--- config.mk ---
export PLATFORM = sky130hd
export DESIGN_NAME = qspi_tx_serializer
export DESIGN_NICKNAME = d
export VERILOG_FILES = /design/src/rtl/qspi_tx_serializer.sv
export SDC_FILE = /design/constraint.sdc
export NUM_CORES = 1
export LEC_CHECK = 0
export BUFFER_PORTS_ARGS = -buffer_cell sky130_fd_sc_hd__buf_2
export CORE_MARGIN = 2
export CORE_UTILIZATION = 45
export CTS_BUF_LIST = sky130_fd_sc_hd__clkbuf_16
export DETAILED_ROUTE_END_ITERATION = 8
export PLACE_DENSITY = 0.61
export SYNTH_ARGS = -nofsm -noshare
export SYNTH_HDL_FRONTEND = slang
export SYNTH_SLANG_ARGS = --single-unit
export TNS_END_PERCENT = 10
--- constraint.sdc ---
create_clock -name clk -period 2.9 [get_ports clk]
set_input_delay 0.58 -clock clk [delete_from_list [all_inputs] [get_ports clk]]
set_output_delay 0.58 -clock clk [all_outputs]
set_load 0.01 [all_outputs]
--- src/rtl/qspi_tx_serializer.sv ---
// qspi_tx_serializer
// Pops 32-bit words from the TX FIFO (registered read data, one-cycle latency)
// and shifts them MSB-first onto 1, 2 or 4 QSPI IO lanes with a mode-0 SCLK.
// Ports:
//   clk, rst_n          clock, async active-low reset
//   start, word_count   transfer request and word count (latched on accept)
//   lane_mode, clk_div  lane width select and SCLK half-period minus one
//   abort               synchronous abort, overrides everything
//   fifo_rd_en/_data/_empty  FIFO read port (fifo_rd_en is combinational)
//   sclk, io_out, io_oe QSPI pad interface
//   busy, done, underrun status
module qspi_tx_serializer #(
    parameter int unsigned DATA_WIDTH = 32,
    parameter int unsigned CNT_W      = 16
) (
    input  logic                  clk,
    input  logic                  rst_n,
    input  logic                  start,
    input  logic [CNT_W-1:0]      word_count,
    input  logic [1:0]            lane_mode,
    input  logic [7:0]            clk_div,
    input  logic                  abort,
    output logic                  fifo_rd_en,
    input  logic [DATA_WIDTH-1:0] fifo_rd_data,
    input  logic                  fifo_empty,
    output logic                  sclk,
    output logic [3:0]            io_out,
    output logic [3:0]            io_oe,
    output logic                  busy,
    output logic                  done,
    output logic                  underrun
);

    localparam int unsigned BEAT_W = 6;
    localparam int unsigned DIV_W  = 8;
    localparam logic [1:0]  MODE_DUAL = 2'b01;
    localparam logic [1:0]  MODE_QUAD = 2'b10;

    typedef enum logic [2:0] {
        S_IDLE,
        S_FETCH,
        S_WAIT_DATA,
        S_SHIFT,
        S_DONE
    } state_e;

    state_e                state_q, state_d;
    logic [CNT_W-1:0]      words_left_q, words_left_d;
    logic [BEAT_W-1:0]     beats_q, beats_d;
    logic [DIV_W-1:0]      hc_q, hc_d;
    logic [DIV_W-1:0]      div_q, div_d;
    logic                  ph_q, ph_d;
    logic [1:0]            mode_q, mode_d;
    logic [DATA_WIDTH-1:0] shreg_q, shreg_d;
    logic                  sclk_q, sclk_d;
    logic                  busy_q, busy_d;
    logic                  done_q, done_d;
    logic                  underrun_q, underrun_d;
    logic [3:0]            io_out_q, io_out_d;
    logic [3:0]            io_oe_q, io_oe_d;

    logic [BEAT_W-1:0]     beats_init_c;
    logic [DATA_WIDTH-1:0] shreg_shifted_c;
    logic                  lane_active_c;
    logic [3:0]            lane_mask_c;
    logic [3:0]            lane_data_c;

    // Beat count and shift step of the latched lane mode (11 behaves as single)
    always_comb begin
        beats_init_c    = BEAT_W'(DATA_WIDTH);
        shreg_shifted_c = shreg_q << 1;
        case (mode_q)
            MODE_DUAL: begin
                beats_init_c    = BEAT_W'(DATA_WIDTH / 2);
                shreg_shifted_c = shreg_q << 2;
            end
            MODE_QUAD: begin
                beats_init_c    = BEAT_W'(DATA_WIDTH / 4);
                shreg_shifted_c = shreg_q << 4;
            end
            default: ;
        endcase
    end

    // Next-state, datapath and registered-output computation
    always_comb begin
        state_d      = state_q;
        words_left_d = words_left_q;
        beats_d      = beats_q;
        hc_d         = hc_q;
        ph_d         = ph_q;
        div_d        = div_q;
        mode_d       = mode_q;
        shreg_d      = shreg_q;
        sclk_d       = 1'b0;
        underrun_d   = underrun_q;
        fifo_rd_en   = 1'b0;
        lane_mask_c  = 4'b0001;
        lane_data_c  = 4'b0000;

        case (state_q)
            S_IDLE: begin
                if (start) begin
                    underrun_d   = 1'b0;
                    mode_d       = lane_mode;
                    div_d        = clk_div;
                    words_left_d = word_count;
                    state_d      = (word_count != '0) ? S_FETCH : S_DONE;
                end
            end
            S_FETCH: begin
                // Stall with SCLK low until a word is available
                if (fifo_empty) begin
                    underrun_d = 1'b1;
                end else begin
                    fifo_rd_en = 1'b1;
                    state_d    = S_WAIT_DATA;
                end
            end
            S_WAIT_DATA: begin
                shreg_d = fifo_rd_data;
                beats_d = beats_init_c;
                hc_d    = '0;
                ph_d    = 1'b0;
                state_d = S_SHIFT;
            end
            S_SHIFT: begin
                sclk_d = sclk_q;
                if (hc_q != div_q) begin
                    hc_d = hc_q + DIV_W'(1);
                end else begin
                    hc_d = '0;
                    if (!ph_q) begin
                        sclk_d = 1'b1;
                        ph_d   = 1'b1;
                    end else begin
                        // Falling edge: next beat is presented while SCLK is low
                        sclk_d = 1'b0;
                        ph_d   = 1'b0;
                        if (beats_q == BEAT_W'(1)) begin
                            words_left_d = words_left_q - CNT_W'(1);
                            state_d      = (words_left_q == CNT_W'(1)) ? S_DONE : S_FETCH;
                        end else begin
                            shreg_d = shreg_shifted_c;
                            beats_d = beats_q - BEAT_W'(1);
                        end
                    end
                end
            end
            S_DONE: begin
                state_d = S_IDLE;
            end
            default: begin
                state_d = S_IDLE;
            end
        endcase

        if (abort) begin
            state_d    = S_IDLE;
            sclk_d     = 1'b0;
            fifo_rd_en = 1'b0;
            underrun_d = underrun_q;
        end

        // Lane view of the next shift register contents
        case (mode_d)
            MODE_DUAL: begin
                lane_mask_c = 4'b0011;
                lane_data_c = {2'b00, shreg_d[DATA_WIDTH-1 -: 2]};
            end
            MODE_QUAD: begin
                lane_mask_c = 4'b1111;
                lane_data_c = shreg_d[DATA_WIDTH-1 -: 4];
            end
            default: begin
                lane_mask_c = 4'b0001;
                lane_data_c = {3'b000, shreg_d[DATA_WIDTH-1]};
            end
        endcase

        lane_active_c = (state_d == S_FETCH) || (state_d == S_WAIT_DATA) || (state_d == S_SHIFT);
        io_oe_d       = lane_active_c ? lane_mask_c : 4'b0000;
        io_out_d      = lane_active_c ? lane_data_c : 4'b0000;
        busy_d        = (state_d != S_IDLE);
        done_d        = (state_d == S_DONE);
    end

    // State and output registers
    always_ff @(posedge clk or negedge rst_n) begin
        if (!rst_n) begin
            state_q      <= S_IDLE;
            words_left_q <= '0;
            beats_q      <= '0;
            hc_q         <= '0;
            div_q        <= '0;
            ph_q         <= 1'b0;
            mode_q       <= '0;
            shreg_q      <= '0;
            sclk_q       <= 1'b0;
            busy_q       <= 1'b0;
            done_q       <= 1'b0;
            underrun_q   <= 1'b0;
            io_out_q     <= '0;
            io_oe_q      <= '0;
        end else begin
            state_q      <= state_d;
            words_left_q <= words_left_d;
            beats_q      <= beats_d;
            hc_q         <= hc_d;
            div_q        <= div_d;
            ph_q         <= ph_d;
            mode_q       <= mode_d;
            shreg_q      <= shreg_d;
            sclk_q       <= sclk_d;
            busy_q       <= busy_d;
            done_q       <= done_d;
            underrun_q   <= underrun_d;
            io_out_q     <= io_out_d;
            io_oe_q      <= io_oe_d;
        end
    end

    assign sclk     = sclk_q;
    assign io_out   = io_out_q;
    assign io_oe    = io_oe_q;
    assign busy     = busy_q;
    assign done     = done_q;
    assign underrun = underrun_q;

endmodule

After elaboration in Yosys (flattened, before gate mapping)
Cells that the tools add are included.

Input port bits: 63. Register bits after elaboration: 88. Bits in latches: 0. Memory bits (read-only): 0. Output and inout bits: 13. Memories: 0. Memory bits (writable): 0.

$mul: 0. $lt $le $gt $ge: 0. Muxes and demuxes: 43. Reductions and logical operators: 13. Equality and inequality tests: 21. Shift-type cells: 0. Bitwise gates (word level): 1. Add/sub/neg operators: 3. Divide/modulo/power cells: 0.

Operator list (count): $pmux 32 s2 (2); $mux 32 (3); $mux 16 (4); $pmux 16 s2 (1); $mux 3 (8); $pmux 6 s2 (2); $mux 6 (3); $eq 16x1->1 const B (1); $pmux 4 s2 (2); $pmux 8 s2 (1); $reduce_bool 16->1 (1); $sub 16x1->16 const B (1); $eq 3x2->1 const B (4); $ne 2x2->1 const B (6); $pmux 3 s4 (1); $mux 1 (9); $add 8x1->8 const B (1); $mux 4 (2); $mux 8 (1); $ne 8x8->1 (1); $reduce_and 4->1 (2); $eq 3x1->1 const B (2); $eq 6x1->1 const B (1); $reduce_bool 2->1 (3); 13 further kinds (19).

Depth between registers and ports, before layout
Gate-level depths: netlist of run 1.

Word-level depth: 11. Depth in mapped cells: 11. Gate-level depth less buffers: 10.

Worst setup path after synthesis of run 1
No wires, ideal clock.

Path type: register to output. Start: reg beats_q[1] (netlist name). End: out fifo_rd_en. Path buffers: 0. Data required time: 2.320 ns. Data arrival time: 1.715 ns. Setup slack: 0.605 ns. Stages on the path, launching flop included: 8. Cell sequence: dfrtp_1 -> inv_1 -> ha_1 -> nor3b_1 -> nand4_1 -> nor4_1 -> o22ai_1 -> nor2b_1.

RTL lines: to (decl) (RTL line 23) `output logic fifo_rd_en,`.

Worst setup path in the final report of run 1
Start: reg state_q[0]. End: out fifo_rd_en.

Cells in the longest elaborated chain, start to end: 3.

Ends and longest elaborated chain: from (decl) (RTL line 47) `state_e state_q, state_d;`; from (signal assigned) (RTL line 206) `state_q <= state_d;`; $eq 3x1->1 (RTL line 101) `case (state_q)`; $mux 1 (RTL line 101); $mux 1 (RTL line 158) `if (abort) begin`.

No other way between the ends.

==> metrics.yaml, run 1 <==
synthesis:
  synth_edf_count: 0
  ys.flop_type: "dfrtp_1"
  ys_ff_latch: 87
  syn_inst: 624
  synth.avg_cell_area_um2: 8.37
  ys_seq_area_share_pct: 41.7
  syn_area_um2: 5220
  ys_types: 60
  yosys_warnings: 0
  async_reset_ff_share_pct: 100
  synth_nets: 698
worst_setup_path:
  critPathLaunchType: "flip-flop"
  crit_required_ps: 2320
  cp-end-kind: "primary output"
  cp.arrival_ps: 2100
  reg2reg_depth: 6
  worstPathMaxFanout: 13
  max_stage_delay_ps: 450
  path_cells: "buf_4 > inv_1 > nor2_1 > o21ai_0 > a41oi_1 > nor2b_1 > buf_2"
  path_class: "reg2out"
  cp_slowest_cell: "dfrtp_1"
grt:
  grt_pass1_vias: 4691
  antenna_found_initial: 0
  grt_max_degree: 54
  grt_pass1_wl_um: 23500
  grt_use_total_pct: 23.1
  grt.overflow.total: 0
die:
  die_area_um2: 12500
  die_height_um: 112
  core_area_um2: 11400
  initial_core_util_pct: 45.9
  dieWidth_um: 112
  io_pins: 76
  row_count: 39
routing:
  drtIter0Drc: 429
  vias: 4979
  vias_per_cell: 5.96
  drt_first_pass_iters: 5
  drcViolationCount: 0
  ant_nets: 0
  wl_per_cell_um: 17.1
  routed_wl_um: 14300
clock_network:
  cts_max_level: 3
  cts_tree: "built"
  clk_path_buf_depth: 2
  ctsHoldBuffers: 0
  clk_pin_slew_ps: 70
  worst_skew_pair.late_latency_ps: 350
  cts.sinks: 87
  cts_made_buffers: 9
  cts_root_buf: "clkbuf_16"
timing:
  drv_slew: 0
  fin_crit_ps: 2680
  setup_violations: 0
  clock_skew_ps: 9.92
  hold_viol: 0
  rsz0062_at_grt: "false"
  setup_tns_ps: 0
  max_freq_mhz: 373
  relSlewSlack_pct: 60.5
  tightest_slew_ps: 593
  period_share_pct: 92.4
outcome:
  outcome: "completed"
power:
  peakVddDrop_uv: 428
  p_leak_nw: 2.64
  swShare_pct: 37.2
  power_switching_mw: 1.79
  p_per_area_nw_per_um2: 786
  comb_power_share_pct: 33.2
  p_seq_share_pct: 41.0
  intPower_mw: 3.02
  power_frac_clock_pct: 25.8
finish:
  antennaDiodeCount: 0
  nets: 762
  layout-drive-gt1-share_pct: 19.9
  post-route-util_pct: 53.8
  syn2layout_area_growth_pct: 17.1
job:
  drv_cap: 0
placed_design:
  dp_hpwl_um: 9870
  portBuffers: 75
  gp_congestion: 0.869
min_path:
  hp-class: "in2async"
## timing repair
action / CTS / global route
setup buffers: 0 / 1
pin swaps: 0 / 3
gates resized for setup: 2 / 4
endpoints found under the setup margin: 1 / 1
## per-layer routing
layer  routed length, um  track usage (%)  up-vias
met4                 179             7.49        0
li1                    -                -     2439
met1                6660             32.3     2383
met2                6730             37.4      145
met5                   0                0        -
met3                 753             3.05       12
## worst max-delay path: cells and delay by family (launching register included)
kind,cells,cell delay [ps]
and+or+nand+nor,2,320
buffers and inverters,3,530
AOI/OAI and AO/OA,2,450
DFF,1,450
## flip-flops by register name, indices dropped and copies added (netlist names), 2 cells and up
signal,flops
io_out,4
state_q,3
beats_q,6
shreg_q,32
mode_q,2
words_left_q,16
hc_q,8
io_oe,3
div_q,8
## cells by family after synthesis
group / after synthesis / synth area share [%]
AOI/OAI and AO/OA: 258 / 30.4
and+or+nand+nor: 188 / 17.6
DFF: 87 / 41.7
buffers and inverters: 68 / 5.66
xor gates and xnor gates: 11 / 1.85
adders and majority gates: 11 / 2.64
muxes: 1 / 0.192
## area by class of cell
| cell class | count | area, um2 |
|---|---|---|
| Fill cell | 1101 | 5260 |
| Multi-Input combinational cell | 469 | 2790 |
| Sequential cell | 87 | 2180 |
| Timing Repair Buffer | 100 | 578 |
| Clock buffer | 9 | 225 |
| Tap cell | 143 | 179 |
| Clock inverter | 7 | 88.8 |
| Inverter | 21 | 78.8 |
## synth_stat cells, types with 2 or more instances
cell / number / area share, %
o22ai_1: 60 / 7.2
o22a_1: 5 / 0.84
dfrtp_1: 87 / 42
a211oi_1: 2 / 0.29
o21ai_0: 64 / 6.1
nor2_1: 43 / 3.1
and2_1: 2 / 0.24
nor3_2: 2 / 0.38
o21ai_1: 2 / 0.19
clkbuf_1: 29 / 2.1
buf_2: 10 / 0.96
ha_1: 11 / 2.6
xnor2_1: 9 / 1.5
nand2_1: 76 / 5.5
xor2_1: 2 / 0.34
nand2b_1: 7 / 0.84
nor2b_1: 2 / 0.24
or3b_2: 2 / 0.34
nand3_1: 12 / 1.2
nand4_1: 7 / 0.84
inv_1: 21 / 1.5
a22oi_1: 33 / 4.7
or2_2: 3 / 0.36
a31oi_1: 7 / 0.84
a21oi_1: 60 / 5.8
and3_1: 3 / 0.36
nor4_1: 7 / 0.84
buf_6: 3 / 0.65
nor3_1: 10 / 0.96
nor2_2: 2 / 0.24
o41ai_1: 3 / 0.50
a22o_1: 6 / 1.0
a2bb2oi_1: 2 / 0.34
o2bb2ai_1: 2 / 0.34
buf_1: 3 / 0.22
## placed cells by master (no fill, tap or decap), types with 22 or more instances in the layout
master,Yosys,layout
dfrtp_1,87,87
nand2_1,76,76
buf_2,10,74
o21ai_0,64,64
a21oi_1,60,60
o22ai_1,60,59
nor2_1,43,43
a22oi_1,33,33
buf_4,1,25
inv_1,21,22
## per-stage QoR
stage	hold WS, ps	cell area [um2]	setup slack, ps	power, mW	instances
after CTS	254	6080	58.7	4.79	835
after global placement	491	5750	370	3.48	819
after global routing	284	6110	15.9	5.14	836
after floorplan	284	5220	605	3.06	624
final	231	6110	219	4.81	836
after detailed placement	487	5750	278	3.53	819
## power by group through the flow
stage	Clock, mW	Sequential, mW	Combinational, mW
CTS	1.26	1.95	1.58
global route	1.30	2.03	1.80
floorplan	0	1.86	1.20
detailed placement	0	1.97	1.57
finish	1.24	1.97	1.60
global placement	0	1.95	1.53
## final timing paths
check | slack [ps] | end | start
min reg2reg | 500 | div_q[0]$_DFFE_PN0P_ | div_q[0]$_DFFE_PN0P_
min | 230 | shreg_q[4]$_DFFE_PN0P_ | rst_n
min in group clk | 430 | div_q[6]$_DFFE_PN0P_ | clk_div[6]
max | 220 | fifo_rd_en | state_q[0]$_DFF_PN0_
max in group asynchronous | 2020 | words_left_q[12]$_DFFE_PN0P_ | rst_n
max reg2reg | 470 | words_left_q[7]$_DFFE_PN0P_ | hc_q[6]$_DFFE_PN0N_
Note: power is estimated with default switching activity, not from simulation.
==> run 2: changes to the inputs <==
- clock period: 2.9 -> 2.95 ns (I/O delays scaled with it)
==> run 2 against run 1 <==
  * Combinational power is 3% lower
  * Clock power is 9% lower
  * Via count is 0.68% higher
  * First-iteration DRC count is 24% lower
  * Critical path depth stayed put
  * Largest cell class unchanged
  * Highest routed layer unchanged
==> metrics.yaml, run 2 (synthesized netlist as in run 1, its figures left out) <==
routing:
  wl_per_cell_um: 16.9  # was 17.1 um
  drcViolationCount: 0  # unchanged
  top_layer_used: "met4"  # unchanged
  wl_met3_um: 735  # was 753 um
  routed_wl_um: 14100  # was 14300 um
  vias: 5013  # was 4979
  drt_first_pass_iters: 5  # unchanged
  ant_nets: 0  # unchanged
  vias_per_cell: 6.03  # was 5.96
  wl_met1_um: 6510  # was 6660 um
  drtIter0Drc: 328  # was 429
  route.met2.wl_um: 6570  # was 6730 um
finish:
  syn2layout_area_growth_pct: 15.7  # was 17.1%
  antennaDiodeCount: 0  # unchanged
  nets: 757  # was 762
  largest_registers: "shreg_q x32, words_left_q x16"  # unchanged
  fillers: 1067  # was 1101
  seq_area_um2: 2180  # unchanged
  final_cells: 831  # was 836
  largest_register_ffs: 32  # unchanged
  layout_common_cells: "dfrtp_1, nand2_1, buf_2"  # unchanged
  final_common_cell: "dfrtp_1"  # unchanged
  post-route-util_pct: 53.1  # was 53.8%
  layout-drive-gt1-share_pct: 19.3  # was 19.9%
  multi_input_area_um2: 2770  # was 2790 um2
  regMostFlops: "shreg_q"  # unchanged
timing:
  clock_skew_ps: 9.93  # was 9.92 ps
  drv_slew: 0  # unchanged
  fin_crit_ps: 2760
  setup_tns_ps: 0  # unchanged
  hold_viol: 0  # unchanged
  fin_hold_ws_ps: 247  # was 231 ps
  max_freq_mhz: 362
  rsz0062_at_grt: "false"  # unchanged
  tightest_slew_ps: 591  # was 593 ps
  setup_violations: 0  # unchanged
  period_share_pct: 93.6
  relSlewSlack_pct: 60.6  # was 60.5%
grt:
  grt_max_degree: 54  # unchanged
  grt.overflow.total: 0  # unchanged
  grt_pass1_wl_um: 23800  # was 23500 um
  antenna_found_initial: 0  # unchanged
  grt_pass1_vias: 4741  # was 4691
  grt_use_total_pct: 23.1  # about the same
worst_setup_path:
  cp-end-kind: "primary output"  # unchanged
  cp_top_family: "simple AND/OR/NAND/NOR gates"  # was buffers and inverters
  max_stage_delay_ps: 400  # was 450 ps
  cp.arrival_ps: 2170  # was 2100 ps
  path_class: "reg2out"  # unchanged
  worstPathMaxFanout: 5  # was 13
  cp_slowest_cell: "dfrtp_1"  # unchanged
  path_cells: "inv_1 > ha_1 > nor3b_4 > and2_1 > a41oi_1 > nor2b_1 > buf_2"  # was buf_4 > inv_1 > nor2_1 > o21ai_0 > a41oi_1 > nor2b_1 > buf_2
  r2r_slack_ps: 530  # was 470 ps
  crit_required_ps: 2360  # was 2320 ps
  worstPathBufferInverterCount: 2  # was 3
  critPathLaunchType: "flip-flop"  # unchanged
power:
  peakVddDrop_uv: 351  # was 428 uV
  total_power_mw: 4.61  # was 4.81 mW
  p_per_area_nw_per_um2: 764  # was 786 nW/um2
  p_leak_nw: 2.60  # was 2.64 nW
clock_network:
  worst_skew_pair.late_latency_ps: 340  # was 350 ps
  cts_tree: "built"  # unchanged
  post_cts_buffers: 0  # unchanged
  cts_made_buffers: 9  # unchanged
  clk_pin_slew_ps: 70  # about the same
  clk_path_buf_depth: 2  # unchanged
  cts.sinks: 87  # unchanged
  cts_root_buf: "clkbuf_16"  # unchanged
  cts_max_level: 3  # unchanged
die:
  core_area_um2: 11400  # unchanged
  initial_core_util_pct: 45.9  # unchanged
  row_count: 39  # unchanged
  die_height_um: 112  # unchanged
  dieWidth_um: 112  # unchanged
  die_area_um2: 12500  # unchanged
  io_pins: 76  # unchanged
placed_design:
  portBuffers: 75  # unchanged
  dp_hpwl_um: 9720  # was 9870 um
  dp_cells: 815  # was 819
  gp_congestion: 0.830  # was 0.869
outcome:
  outcome: "completed"  # unchanged
job:
  drv_cap: 0  # unchanged
min_path:
  hp-class: "in2async"  # unchanged
[run 2: changes by cell type in the layout (fill, tap and decap cells not counted)]
cell and delta:
clkinv_1 -2, nor4_2 +1, clkinv_2 +1, o22ai_2 -1, inv_1 +1, clkinvlp_4 +2, nor4_4 -1, o22ai_1 +1
clkinv_4 -1, bufinv_16 -1, buf_4 -5
[run 2: repair_timing]
action,in CTS,in global routing
gates cloned,0,0
endpoints found under the hold margin,0,0
gates resized for setup,1,3
endpoints found under the setup margin,1,1
hold buffers,0,0
[run 2: power by group]
part	internal, mW	total (mW)	switching, mW
clock network	0.650	1.13	0.483
registers	1.52	1.93	0.410
logic	0.698	1.55	0.848
[run 2: path summary, 6_finish.rpt]
check / end / startpoint / cells past startpoint
min in group clk: div_q[2]$_DFFE_PN0P_ / clk_div[2] / 3
hold reg to reg: words_left_q[14]$_DFFE_PN0P_ / words_left_q[14]$_DFFE_PN0P_ / 1
hold / removal: shreg_q[5]$_DFFE_PN0P_ / rst_n / 1
max in group asynchronous: shreg_q[13]$_DFFE_PN0P_ / rst_n / 2
setup reg to reg: shreg_q[3]$_DFFE_PN0P_ / hc_q[4]$_DFFE_PN0N_ / 7
setup / recovery: fifo_rd_en / beats_q[1]$_DFFE_PN0P_ / 7
[run 2: layer usage]
metal,vias to the layer above,global-route usage [%]
met4,0,6.42
met1,2420,33.1
met2,142,36.1
met5,-,0
li1,2429,-
met3,22,4.19
[run 2: per-stage QoR]
step / worst slack [ps] / area (um2)
finish: 189 / 6040
global route: 5.22 / 6040
CTS: 49.7 / 6020
detailed placement: 305 / 5720
global placement: 385 / 5720
floorplan: 645 / 5220
[run 2: area by class of cell]
cell class / count / area share [%]
Sequential cell: 87 / 36.0
Tap cell: 143 / 2.96
Clock inverter: 7 / 1.10
Multi-Input combinational cell: 469 / 45.9
Clock buffer: 9 / 3.73
Timing Repair Buffer: 95 / 8.95
Inverter: 21 / 1.31
==> run 3: changes to the inputs <==
- PLACE_DENSITY: 0.61 -> 0.64
- clock period: 2.95 -> 2.5 ns (I/O delays scaled with it)
==> run 3 against run 2 <==
  * The run now ends with setup timing left
  * Core utilization is 3.0 points higher
  * Critical path depth rose by 1
  * Combinational power is 30% higher
  * Global-route usage rose by 0.97 points
  * Flip-flop and latch count stayed put
  * Largest cell class unchanged
  * Register-to-register slack got worse by 430 ps
  * Critical endpoint unchanged
  * Non-clock buffer count increased by 33
==> metrics.yaml, run 3 (synthesized netlist as in run 1, its figures left out) <==
timing:
  drv_slew: 0  # unchanged
  setup_tns_ps: -72.5  # was 0 ps
  hold_viol: 0  # unchanged
  relSlewSlack_pct: 63.6  # was 60.6%
  setup_violations: 1  # was 0
  clock_skew_ps: 8.17  # was 9.93 ps
  period_share_pct: 103
  fin_hold_ws_ps: 123  # was 247 ps
  max_freq_mhz: 389
  fin_crit_ps: 2570
  tightest_slew_ps: 546  # was 591 ps
  rsz0062_at_grt: "true"  # was false
  fin_ws_ps: -72.5  # was 189 ps
worst_setup_path:
  worstPathMaxFanout: 3  # was 5
  cp-end-kind: "primary output"  # unchanged
  cp.arrival_ps: 2070  # was 2170 ps
  path_class: "reg2out"  # unchanged
  critPathLaunchType: "flip-flop"  # unchanged
  crit_required_ps: 2000  # was 2360 ps
routing:
  vias: 5160  # was 5013
  wl_per_cell_um: 17.2  # was 16.9 um
  ant_nets: 0  # unchanged
  vias_per_cell: 5.97  # was 6.03
  routed_wl_um: 14900  # was 14100 um
  drt_first_pass_iters: 6  # was 5
  drtIter0Drc: 467  # was 328
  drcViolationCount: 0  # unchanged
die:
  dieWidth_um: 112  # unchanged
  die_area_um2: 12500  # unchanged
  core_area_um2: 11400  # unchanged
  row_count: 39  # unchanged
  initial_core_util_pct: 45.9  # unchanged
  io_pins: 76  # unchanged
  die_height_um: 112  # unchanged
finish:
  fin_area_um2: 6380  # was 6040 um2
  final_common_cell: "dfrtp_1"  # unchanged
  antennaDiodeCount: 0  # unchanged
  largest_register_ffs: 32  # unchanged
  final_cells: 864  # was 831
  regMostFlops: "shreg_q"  # unchanged
  largest_registers: "shreg_q x32, words_left_q x16"  # unchanged
  nets: 790  # was 757
  fillers: 1061  # was 1067
  syn2layout_area_growth_pct: 22.2  # was 15.7%
  layout_common_cells: "dfrtp_1, nand2_1, buf_2"  # unchanged
  layout-drive-gt1-share_pct: 24.8  # was 19.3%
grt:
  grt_pass1_vias: 4984  # was 4741
  antenna_found_initial: 0  # unchanged
  grt_max_degree: 49  # was 54
  grt_pass1_wl_um: 24600  # was 23800 um
  grt.overflow.total: 0  # unchanged
  grt_use_total_pct: 24.0  # was 23.1%
placed_design:
  dp_cells: 826  # was 815
  gp_congestion: 0.878  # was 0.830
  placed_area_um2: 5820  # was 5720 um2
  portBuffers: 75  # unchanged
  dp_hpwl_um: 10000  # was 9720 um
  place_ws_ps: 102  # was 305 ps
power:
  p_per_area_nw_per_um2: 886  # was 764 nW/um2
  p_leak_nw: 2.80  # was 2.60 nW
  peakVddDrop_uv: 453  # was 351 uV
outcome:
  outcome: "complete, but fails checks"  # was completed
  violations: "setup timing"
clock_network:
  clk_pin_slew_ps: 70  # about the same
  cts_made_buffers: 9  # unchanged
  clk_path_buf_depth: 2  # unchanged
  cts_max_level: 3  # unchanged
  cts_tree: "built"  # unchanged
  cts.sinks: 87  # unchanged
  cts_root_buf: "clkbuf_16"  # unchanged
  worst_skew_pair.late_latency_ps: 350  # was 340 ps
  ctsHoldBuffers: 0  # unchanged
job:
  drv_cap: 0  # unchanged
min_path:
  hp-class: "in2async"  # unchanged
run 3: timing repair:
item / 4_1_cts / 5_1_grt
endpoints found under the setup margin: 1 / 2
pin swaps: 7 / 2
setup buffers: 17 / 5
cloned: 0 / 0
resized for setup: 13 / 10
run 3: routing by layer:
layer / GRT usage, % / wire length, um / vias to the layer above
met5: 0 / 0 / -
met4: 10.0 / 373 / 0
met3: 3.48 / 873 / 35
met2: 36.4 / 6750 / 181
met1: 34.6 / 6860 / 2447
li1: - / - / 2497
run 3: where the power goes:
group / switching [mW] / internal, mW / total (mW)
clock: 0.587 / 0.768 / 1.35
combinational: 1.08 / 0.944 / 2.02
sequential: 0.483 / 1.80 / 2.28
total: 2.15 / 3.51 / 5.66
run 3: path summary, 6_finish.rpt:
check / slack, ps / depth (start not counted) / start / endpoint
hold / removal: 120 / 1 / rst_n / shreg_q[5]$_DFFE_PN0P_
max in group asynchronous: 1710 / 2 / rst_n / words_left_q[8]$_DFFE_PN0P_
min in group clk: 340 / 3 / clk_div[4] / div_q[4]$_DFFE_PN0P_
hold reg to reg: 500 / 2 / words_left_q[10]$_DFFE_PN0P_ / words_left_q[10]$_DFFE_PN0P_
setup reg to reg: 100 / 15 / beats_q[1]$_DFFE_PN0P_ / busy$_DFF_PN0_
setup / recovery: -70 / 8 / beats_q[1]$_DFFE_PN0P_ / fifo_rd_en
run 3: critical path, cell delays in order, from the launching register on:
cell and delay (ps):
dfrtp_1 400, inv_2 100, ha_4 130, nor3b_4 180, nand4_1 180, nor4_4 330
o22ai_2 140, nor2b_2 130, buf_2 130
run 3: layout make-up:
class | instances | area, um2 | share of cell area (%)
multi-input combinational | 469 | 2850 | 44.6
clock inverter | 7 | 65.1 | 1.02
tap | 143 | 179 | 2.80
inverter | 21 | 78.8 | 1.24
timing repair buffer | 128 | 808 | 12.7
clock buffer | 9 | 225 | 3.53
sequential | 87 | 2180 | 34.2
run 3: per-stage QoR:
stage	util [%]	total power [mW]
2_1_floorplan	-	3.55
3_3_place_gp	51.2	4.06
3_5_place_dp	51.2	4.13
4_1_cts	55.3	5.56
5_1_grt	56.1	6.05
6_report	56.1	5.66
